## src/rtl/serial_sub_unit.sv

```systemverilog
// -----------------------------------------------------------------------------
// serial_sub_unit
//
// Bit-serial unsigned subtractor: computes minuend - subtrahend one bit per
// clock, LSB first, with valid/ready handshakes on input and output. A
// transaction takes exactly WIDTH RUN cycles between the input and output
// handshakes. No two operations overlap.
//
// Optional feature (compile-time macro SERIAL_SUB_SAT_EN):
//   defined   - a result that borrows is clamped to 0 (out_zero=1 and
//               out_borrow=1 are both reported).
//   undefined - plain modular (wrap-around) difference.
//
// Ports:
//   clk            clock, all state updates on the rising edge
//   rst            synchronous reset, active-high
//   in_valid       operands presented
//   in_ready       unit can accept operands (high only while idle)
//   in_minuend     operand A
//   in_subtrahend  operand B
//   out_valid      result available (high only while holding a result)
//   out_ready      consumer accepts result
//   out_diff       (A - B) mod 2^WIDTH (or 0 on borrow when saturating)
//   out_borrow     1 when A < B (unsigned)
//   out_zero       1 when out_diff == 0
// -----------------------------------------------------------------------------
module serial_sub_unit #(
    parameter int WIDTH = 8
) (
    input  logic             clk,
    input  logic             rst,
    input  logic             in_valid,
    output logic             in_ready,
    input  logic [WIDTH-1:0] in_minuend,
    input  logic [WIDTH-1:0] in_subtrahend,
    output logic             out_valid,
    input  logic             out_ready,
    output logic [WIDTH-1:0] out_diff,
    output logic             out_borrow,
    output logic             out_zero
);

    localparam int CW = (WIDTH > 1) ? $clog2(WIDTH) : 1;

    localparam logic [1:0] IDLE = 2'd0;
    localparam logic [1:0] RUN  = 2'd1;
    localparam logic [1:0] DONE = 2'd2;

    logic [1:0]       state_reg;
    logic [WIDTH-1:0] a_reg;
    logic [WIDTH-1:0] b_reg;
    logic [WIDTH-1:0] sh_reg;      // partial result, filled from the MSB end
    logic             bc_reg;      // running borrow between bit positions
    logic [CW-1:0]    cnt_reg;
    logic [WIDTH-1:0] diff_reg;    // published result, only updated on completion
    logic             borrow_reg;
    logic             zero_reg;

    logic             a0;
    logic             b0;
    logic             d_bit;
    logic             bc_next;
    logic [WIDTH-1:0] sh_next;
    logic [WIDTH-1:0] res_diff;
    logic             res_zero;
    logic             last_bit;

    // Full-subtractor cell on the current LSBs.
    assign a0      = a_reg[0];
    assign b0      = b_reg[0];
    assign d_bit   = a0 ^ b0 ^ bc_reg;
    assign bc_next = (~a0 & b0) | (~(a0 ^ b0) & bc_reg);

    // New difference bit enters at the top; after WIDTH shifts the first
    // (LSB) bit has reached position 0.
    generate
        for (genvar gi = 0; gi < WIDTH - 1; gi++) begin : g_shift
            assign sh_next[gi] = sh_reg[gi+1];
        end
    endgenerate
    assign sh_next[WIDTH-1] = d_bit;

    assign last_bit = (cnt_reg == CW'(WIDTH - 1));

`ifdef SERIAL_SUB_SAT_EN
    assign res_diff = bc_next ? '0 : sh_next;
`else
    assign res_diff = sh_next;
`endif
    assign res_zero = (res_diff == '0);

    // Handshake outputs are pure state decodes: no input-to-output paths.
    assign in_ready   = (state_reg == IDLE);
    assign out_valid  = (state_reg == DONE);
    assign out_diff   = diff_reg;
    assign out_borrow = borrow_reg;
    assign out_zero   = zero_reg;

    always_ff @(posedge clk) begin
        if (rst) begin
            state_reg  <= IDLE;
            a_reg      <= '0;
            b_reg      <= '0;
            sh_reg     <= '0;
            bc_reg     <= 1'b0;
            cnt_reg    <= '0;
            diff_reg   <= '0;
            borrow_reg <= 1'b0;
            zero_reg   <= 1'b0;
        end else begin
            case (state_reg)
                IDLE: begin
                    if (in_valid) begin
                        a_reg     <= in_minuend;
                        b_reg     <= in_subtrahend;
                        bc_reg    <= 1'b0;
                        cnt_reg   <= '0;
                        state_reg <= RUN;
                    end
                end
                RUN: begin
                    a_reg  <= a_reg >> 1;
                    b_reg  <= b_reg >> 1;
                    sh_reg <= sh_next;
                    bc_reg <= bc_next;
                    if (last_bit) begin
                        // Counter is left at WIDTH-1 so it never wraps.
                        diff_reg   <= res_diff;
                        borrow_reg <= bc_next;
                        zero_reg   <= res_zero;
                        state_reg  <= DONE;
                    end else begin
                        cnt_reg <= cnt_reg + CW'(1);
                    end
                end
                DONE: begin
                    if (out_ready) begin
                        state_reg <= IDLE;
                    end
                end
                default: begin
                    state_reg <= IDLE;
                end
            endcase
        end
    end

endmodule

```

## config.mk

```make
export PLATFORM = sky130hd
export DESIGN_NAME = serial_sub_unit
export DESIGN_NICKNAME = d
export VERILOG_FILES = /design/src/rtl/serial_sub_unit.sv
export SDC_FILE = /design/constraint.sdc
export NUM_CORES = 1
export LEC_CHECK = 0
export ABC_AREA = 1
export CORE_MARGIN = 10
export CORE_UTILIZATION = 33
export DETAILED_ROUTE_END_ITERATION = 16
export GPL_TIMING_DRIVEN = 0
export PLACE_DENSITY_LB_ADDON = 0.1
export SETUP_SLACK_MARGIN = 0.3
export SYNTH_ARGS = -nofsm -noshare
export SYNTH_HDL_FRONTEND = slang
export SYNTH_SLANG_ARGS = --single-unit
```

## constraint.sdc

```tcl
create_clock -name clk -period 3.95 [get_ports clk]
set_input_delay 0.5925 -clock clk [delete_from_list [all_inputs] [get_ports clk]]
set_output_delay 0.5925 -clock clk [all_outputs]
set_load 0.005 [all_outputs]
```

# [After elaboration in Yosys (flattened, before gate mapping)]
# Cells that the tools add are included.
[totals] ff_bits=40 in_bits=20
[op_classes] addsub=1 eq_ne=7 mux=13 bitwise=7 reduce_logical=7
[op_table] operator="one-hot mux 8 bit (2 select lines)" count=2
[op_table] operator="2-to-1 mux 8 bit" count=2
[op_table] operator="zero test 8 bit" count=1
[op_table] operator="2-to-1 mux 2 bit" count=3
[op_table] operator="2-to-1 mux 3 bit" count=2
[op_table] operator="inequality test 2 bit, second input constant" count=3
[op_table] operator="one-hot mux 2 bit (3 select lines)" count=1
[op_table] operator="one-hot mux 3 bit (2 select lines)" count=1
[op_table] operator="AND reduction 3 bit" count=2
[op_table] operator="AND reduction 2 bit" count=2
[op_table] operator="adder 3 x 1 -> 3 bit, second input constant" count=1
[op_table] operator="== test 3 bit, second input constant" count=1
[op_table] operator="AND 1 bit" count=2
[op_table] operator="== test 2 x 1 -> 1 bit, second input constant" count=1
[op_table] operator="== test 2 bit, second input constant" count=1
[op_table] operator="zero test 2 bit" count=1
[op_table] operator="inequality test 2 x 1 -> 1 bit, second input constant" count=1
[op_table] operator="NOT 1 bit" count=2
[op_table] operator="one-hot mux 1 bit (2 select lines)" count=1
[op_table] operator="nonzero test 2 bit" count=1
[op_table] operator="bitwise XOR 1 bit" count=2
[op_table] operator="2-to-1 mux 1 bit" count=1
[op_table] operator="bitwise OR 1 bit" count=1

# [Longest topological paths before layout]
# Gate-level depths: netlist (run 1).
[logic_depth] ltp_word=5 mapped_depth=8 ltp_nobuf=7

# [Worst setup path before layout (run 1)]
# No wires, ideal clock.
[synth_timing] path_type="input port to flip-flop" startpoint="in rst" endpoint="reg sh_reg[5]" setup_time_ns=0.065 arrival_time_ns=1.235 setup_slack_ns=2.651 path_stages=5 cell_sequence="buf_2 > inv_1 > clkbuf_1 > o21ai_0 > nor2_1"
[synth_lines] item="start, declared" line="31" text="input logic rst,"
[synth_lines] item="end signal, assigned" line="124" text="sh_reg <= sh_next;"
[synth_lines] item="end, declared" line="52" text="logic [WIDTH-1:0] sh_reg;"

# [Worst setup path in the final report (run 1)]
[layout_timing] startpoint="reg state_reg[1]" endpoint="out out_valid"
[layout_between] elab_chain_len=1
[layout_rtl] item="start, declared" line="49" text="logic [1:0] state_reg;"
[layout_rtl] item="start signal, assigned" line="101" text="state_reg <= IDLE;"
[layout_rtl] item="start signal, assigned" line="118" text="state_reg <= RUN;"
[layout_rtl] item="start signal, assigned" line="131" text="state_reg <= DONE;"
[layout_rtl] item="== test 2 bit" line="94" text="assign out_valid = (state_reg == DONE);"
[layout_rtl] item="end, declared" line="36" text="output logic out_valid,"
# Every way passes these cells.

==> results of run 1 <==
[tightest hold or removal path, delay by kind of cell, from the launching register on]
kind / cells / cell delay (ns)
compound gates: 1 / 0.05
flops: 1 / 0.31
simple gates: 1 / 0.06
[routing by layer]
metal	global-route usage, %	up-vias	wire length, microns
li1	-	816	-
met1	12.2	679	1890
met2	16.5	28	1820
met3	3.29	6	217
met4	3.92	0	48
met5	0	-	0
[power by group]
group | switching [uW] | leakage (uW) | total, uW | internal (uW)
Clock | 143 | 0.0000612 | 348 | 204
Combinational | 67.8 | 0.000525 | 122 | 54.1
Sequential | 16.3 | 0.000320 | 433 | 417
[cell usage after synthesis]
master,count,share of area (%)
nand2_1,66,15
nor2_1,49,11
dfxtp_1,39,47
a21oi_1,17,5.1
nand3_1,11,3.3
o21ai_0,11,3.3
o21ai_1,10,3.0
inv_1,9,2.0
buf_2,5,1.5
clkbuf_1,5,1.1
a211oi_2,2,1.5
buf_6,2,1.3
ha_1,2,1.5
inv_2,2,0.45
buf_4,1,0.45
clkinv_2,1,0.30
fa_1,1,1.2
nand2_2,1,0.37
o21ai_4,1,0.97
[final cells by class]
type / instances / area (sq um)
fill: 535 / 2650
sequential: 39 / 781
multi-input combinational: 171 / 769
timing repair buffer: 30 / 300
tap: 67 / 83.8
clock buffer: 6 / 82.6
buffer: 13 / 73.8
inverter: 12 / 46.3
clock inverter: 2 / 35.0
[worst max-delay path by stage]
stage	from	end	slack (ns)	cells past startpoint
3_5_place_dp	in_valid	b_reg[1]	1.97	6
6_report	state_reg[1]	out_valid	2.00	3
2_1_floorplan	rst	sh_reg[5]	2.65	5
5_1_grt	state_reg[0]	out_valid	1.90	2
3_3_place_gp	in_valid	a_reg[6]	1.97	6
4_1_cts	state_reg[0]	in_ready	1.98	2
[cells by family (layout without fill, tap and decap cells)]
| family | Yosys count | in the layout |
|---|---|---|
| and+or+nand+nor | 127 | 127 |
| buffers and inverters | 25 | 63 |
| adders and majority gates | 3 | 3 |
| AOI/OAI and AO/OA | 41 | 41 |
| DFF | 39 | 39 |
[stage by stage]
step | worst slack [ns] | power, uW | utilization (%) | hold WS (ns) | instances
after floorplan | 2.65 | 520 | - | 0.432 | 235
after global placement | 1.97 | 564 | 42.6 | 0.450 | 332
after detailed placement | 1.97 | 565 | 42.6 | 0.454 | 332
after CTS | 1.98 | 915 | 45.1 | 0.466 | 340
after global routing | 1.90 | 950 | 45.1 | 0.494 | 340
final | 2.00 | 903 | 45.1 | 0.463 | 340
==> out/metrics.yaml, run 1 <==
outcome: "finished clean"
reg2reg_from: "cnt_reg[0]"
synthAdderAreaFrac_pct: 2.70
row_count: 25
tightest_slew_ns: 0.463
cts_resized: 0
r2r_end: "cnt_reg[1]"
drv_cap: 0
postLayoutCellArea_sq_mm: 0.00217
worstSkewPairLatency_ns: 0.29
fmax_mhz: 514
cts_tree: "yes"
yosys.area_share.simple_pct: 29.5
final_cell_mix: "66 x nand2_1, 49 x nor2_1, 39 x dfxtp_1"
critPathKind: "register to primary output"
grt_max_degree: 13
synth_xor_area_share_pct: 0
root_buffer: "clkbuf_8"
netlist_area_sq_mm: 0.00167
rsz0062_at_grt: "no"
skew_ns: 0.00543
die-area_sq_mm: 0.00831
grt.total_usage_pct: 10.2
slowest_delay_ns: 0.53
yosys_warnings: 0
crit_fanout: 4
power.density_mw_per_mm2: 416
die_w_microns: 91.1
port_buffers: 30
cts_buffer_depth: 2
antenna_found_initial: 0
drt_iter0_drc: 71
core-area_sq_mm: 0.00482
n_antenna_cell: 0
r2r_slack_ns: 2.44
first_pass_iters: 4
post_drt_via_cell_ratio: 4.50
grt-ovfl-total: 0
hpwlAfterDp_mm: 2.91
arrival_ns: 1.35
whs_path_depth: 2
numCtsBuffers: 5
end_kind: "primary output"
clk_pin_slew_worst_paths_ns: 0.08
cts_setup_buffers: 0
worst_ep_required_time_ns: 3.36
syn_inst: 235
htreeDepth: 2
slew_headroom_pct: 69.2
layout-drive-gt1-share_pct: 8.42
muxShareOfSynthArea_pct: 0
detail-route-antenna-nets: 0
crit_chain: "inv_2, nor2_1, clkdlybuf4s50_1"
cts_num_sinks: 39
place_congestion: 0.749
synth.distinct_cells: 19
place_area_sq_mm: 0.00205
drv_slew: 0
slowest_stage: "clkdlybuf4s50_1"
syn_to_final_growth_pct: 30.0
ir_drop_mv: 0.204
finalSetupViolCount: 0
period_needed_ns: 1.95
startpoint_type: "register"
leakage_uw: 0.000906
finalHoldViolations: 0
avgSynthCellArea_sq_um: 7.11
wl_per_cell_microns: 11.7
fp.dieH_microns: 91.1
hold_buffers: 0
fin_setup_tns_ns: 0
path_buf_inv: 2
synth_nets: 258
synth_top_family_by_area: "simple AND/OR/NAND/NOR gates"
drt-total-wl_mm: 3.98
min_from: "out_diff[3]"
nets: 295
layout_commonest_cell: "nand2_1"
cp_top_family: "buffers and inverters"
ios: 32
whs_endpoint: "out_diff[3]"
hold_class: "register to register"
grt_pass1_vias: 1547
ys_ff_latch: 39
reg2reg_depth: 7
initial_core_util_pct: 34.7
drc: 0
synth_compound_area_share_pct: 13.9
min_period_over_period_pct: 49.3
yosysSeqAreaShare_pct: 46.7
vias: 1529
grt_pass1_wl_mm: 7.07
Power figures use the tool's default switching activity.
==> run 2, diff against run 1 <==
==> constraint.sdc (replaced) <==
create_clock -name clk -period 1.6 [get_ports clk]
set_input_delay 0.24 -clock clk [delete_from_list [all_inputs] [get_ports clk]]
set_output_delay 0.24 -clock clk [all_outputs]
set_load 0.005 [all_outputs]
==> out/metrics.yaml, run 2 (synthesis results as in run 1) <==
crit_fanout: 2  # -2
p_sw_share_pct: 25.8  # +0.55 points
critPathLaunch: "b_reg[0]"
crit_top_cell: "inv_2"
p_sw_uw: 584  # +160%
fmax_mhz: 731
initial_core_util_pct: 34.7  # unchanged
layout_commonest_cell: "nand2_1"
htreeDepth: 2  # unchanged
period_needed_ns: 1.37
place_area_sq_mm: 0.00205  # unchanged
hold_class: "primary input to register"
crit_chain: "inv_2, fa_1, inv_2, nand2_2, nor2_2, nand2_1, a21oi_2"
wl_per_cell_microns: 12.1  # +3.0%
top_layer_used: "met4"
reg2reg_from: "b_reg[0]"
worst_slack_ns: 0.232  # -1.77 ns
final_cell_mix: "63 x nand2_1, 45 x nor2_1, 32 x dfxtp_1"
worst_ep_required_time_ns: 1.83  # -1.53 ns
leakage_uw: 0.000994  # +9.7%
finalHoldViolations: 0  # unchanged
finalSetupViolCount: 0  # unchanged
cts_buffer_depth: 2  # unchanged
met1Wirelength_mm: 1.99  # +5.3%
syn_to_final_growth_pct: 36.6
r2r_end: "out_zero"
slowest_stage: "fa_1"
startpoint_type: "register"
whs_endpoint: "out_diff[1]"
p_seq_share_pct: 47.3  # -0.7 points
rsz0062_at_grt: "yes"
final_util_pct: 47.4  # +2.3 points
drc: 0  # unchanged
numCtsBuffers: 5  # unchanged
antenna_found_initial: 0  # unchanged
root_buffer: "clkbuf_8"
grt_pass1_vias: 1571  # +1.6%
drv_cap: 0  # unchanged
grt.total_usage_pct: 10.4  # +0.25 points
slew_headroom_pct: 68.0  # -1.2 points
grt_max_degree: 13  # unchanged
end_kind: "register"
clk_pin_slew_worst_paths_ns: 0.08  # about the same
post-place-ws_ns: -0.0312  # -2.00 ns
wl_met2_mm: 1.90  # +4.4%
vias: 1552  # +1.5%
cts_tree: "yes"
hold_buffers: 0  # unchanged
post_drt_via_cell_ratio: 4.51  # +0.32%
power.density_mw_per_mm2: 994  # +140%
arrival_ns: 1.60  # +0.25 ns
p_comb_share_pct: 14.6  # +1.1 points
die-area_sq_mm: 0.00831  # unchanged
row_count: 25  # unchanged
whs_path_depth: 2  # unchanged
n_antenna_cell: 0  # unchanged
layout-drive-gt1-share_pct: 19.1  # +11 points
skew_ns: 0.00488  # -0.000544 ns
fp.dieH_microns: 91.1  # unchanged
ir_drop_mv: 0.515  # +150%
p_int_uw: 1680  # +150%
postLayoutCellArea_sq_mm: 0.00228  # +5.1%
nets: 299  # +1.4%
drv_slew: 0  # unchanged
min_period_over_period_pct: 85.5
grt_pass1_wl_mm: 7.26  # +2.7%
critPathKind: "register to register"
drt_iter0_drc: 50  # -30%
die_w_microns: 91.1  # unchanged
ios: 32  # unchanged
drt-total-wl_mm: 4.15  # +4.2%
wl_met3_microns: 190  # -12%
place_congestion: 0.749  # unchanged
grt-ovfl-total: 0  # unchanged
r2r_slack_ns: 0.23  # -2.21 ns
cts_num_sinks: 39  # unchanged
first_pass_iters: 4  # unchanged
port_buffers: 30  # unchanged
reg2reg_depth: 7  # unchanged
worstSkewPairLatency_ns: 0.29  # about the same
slowest_delay_ns: 0.50  # -0.03 ns
hpwlAfterDp_mm: 2.91  # unchanged
fin_setup_tns_ns: 0  # unchanged
min_from: "rst"
tightest_slew_ns: 0.480  # +0.0173 ns
core-area_sq_mm: 0.00482  # unchanged
clkPwrFrac_pct: 38.1  # -0.4 points
detail-route-antenna-nets: 0  # unchanged
outcome: "finished clean"
==> run 2: changes by cell type in the layout (fill, tap and decap cells not counted), sizes merged, moves of 2 or more <==
cell and change:
clkbuf +2, dlygate4sd2 +10, buf +3, clkdlybuf4s50 -12
==> run 2: final cells by class <==
type / count / area (sq um)
Tap cell: 67 / 83.8
Sequential cell: 39 / 792
Multi-Input combinational cell: 171 / 822
Timing Repair Buffer: 34 / 325
Clock buffer: 6 / 82.6
Clock inverter: 2 / 35.0
Inverter: 12 / 47.5
Buffer: 13 / 93.8
Fill cell: 524 / 2530
==> run 2: worst max-delay path by stage <==
stage                            end  cells past startpoint  slack [ns]
final                       out_zero                      7        0.23
after global routing        out_zero                      7        0.14
after CTS                   out_zero                      7        0.25
after floorplan           cnt_reg[0]                      6        0.31
after global placement      a_reg[6]                      6       -0.03
after detailed placement    b_reg[1]                      6       -0.03
==> run 2: through the flow <==
step	hold slack [ns]	instances	power, uW
after CTS	0.243	343	2270
after global placement	0.450	332	1390
after global routing	0.264	344	2380
after floorplan	0.383	235	1280
final	0.250	344	2270
after detailed placement	0.454	332	1400
==> run 2: timing repair <==
item / CTS / global route
resized for setup: 29 / 21
hold endpoints to repair: 0 / 0
buffers inserted: 3 / 1
setup endpoints to repair: 36 / 27
pin swaps: 3 / 7
==> run 2: power by group through the flow <==
stage | combinational [uW] | sequential [uW] | clock, uW
6_report | 331 | 1070 | 863
5_1_grt | 382 | 1080 | 913
4_1_cts | 315 | 1070 | 884
3_5_place_dp | 304 | 1090 | 0
3_3_place_gp | 302 | 1090 | 0
2_1_floorplan | 204 | 1080 | 0
==> run 2: layer usage <==
metal / track usage (%) / up-vias
li1: - / 820
met1: 12.6 / 698
met2: 16.9 / 27
met3: 3.29 / 7
met4: 3.92 / 0
met5: 0 / -
==> run 2: worst max-delay path: cells and delay by family (launching register included) <==
kind	cells	cell delay (ns)
adder cells (fa/ha/maj)	1	0.50
flip-flops	1	0.34
AND/OR/NAND/NOR	3	0.21
buffers and inverters	2	0.13
AO/OA/AOI/OAI	1	0.12
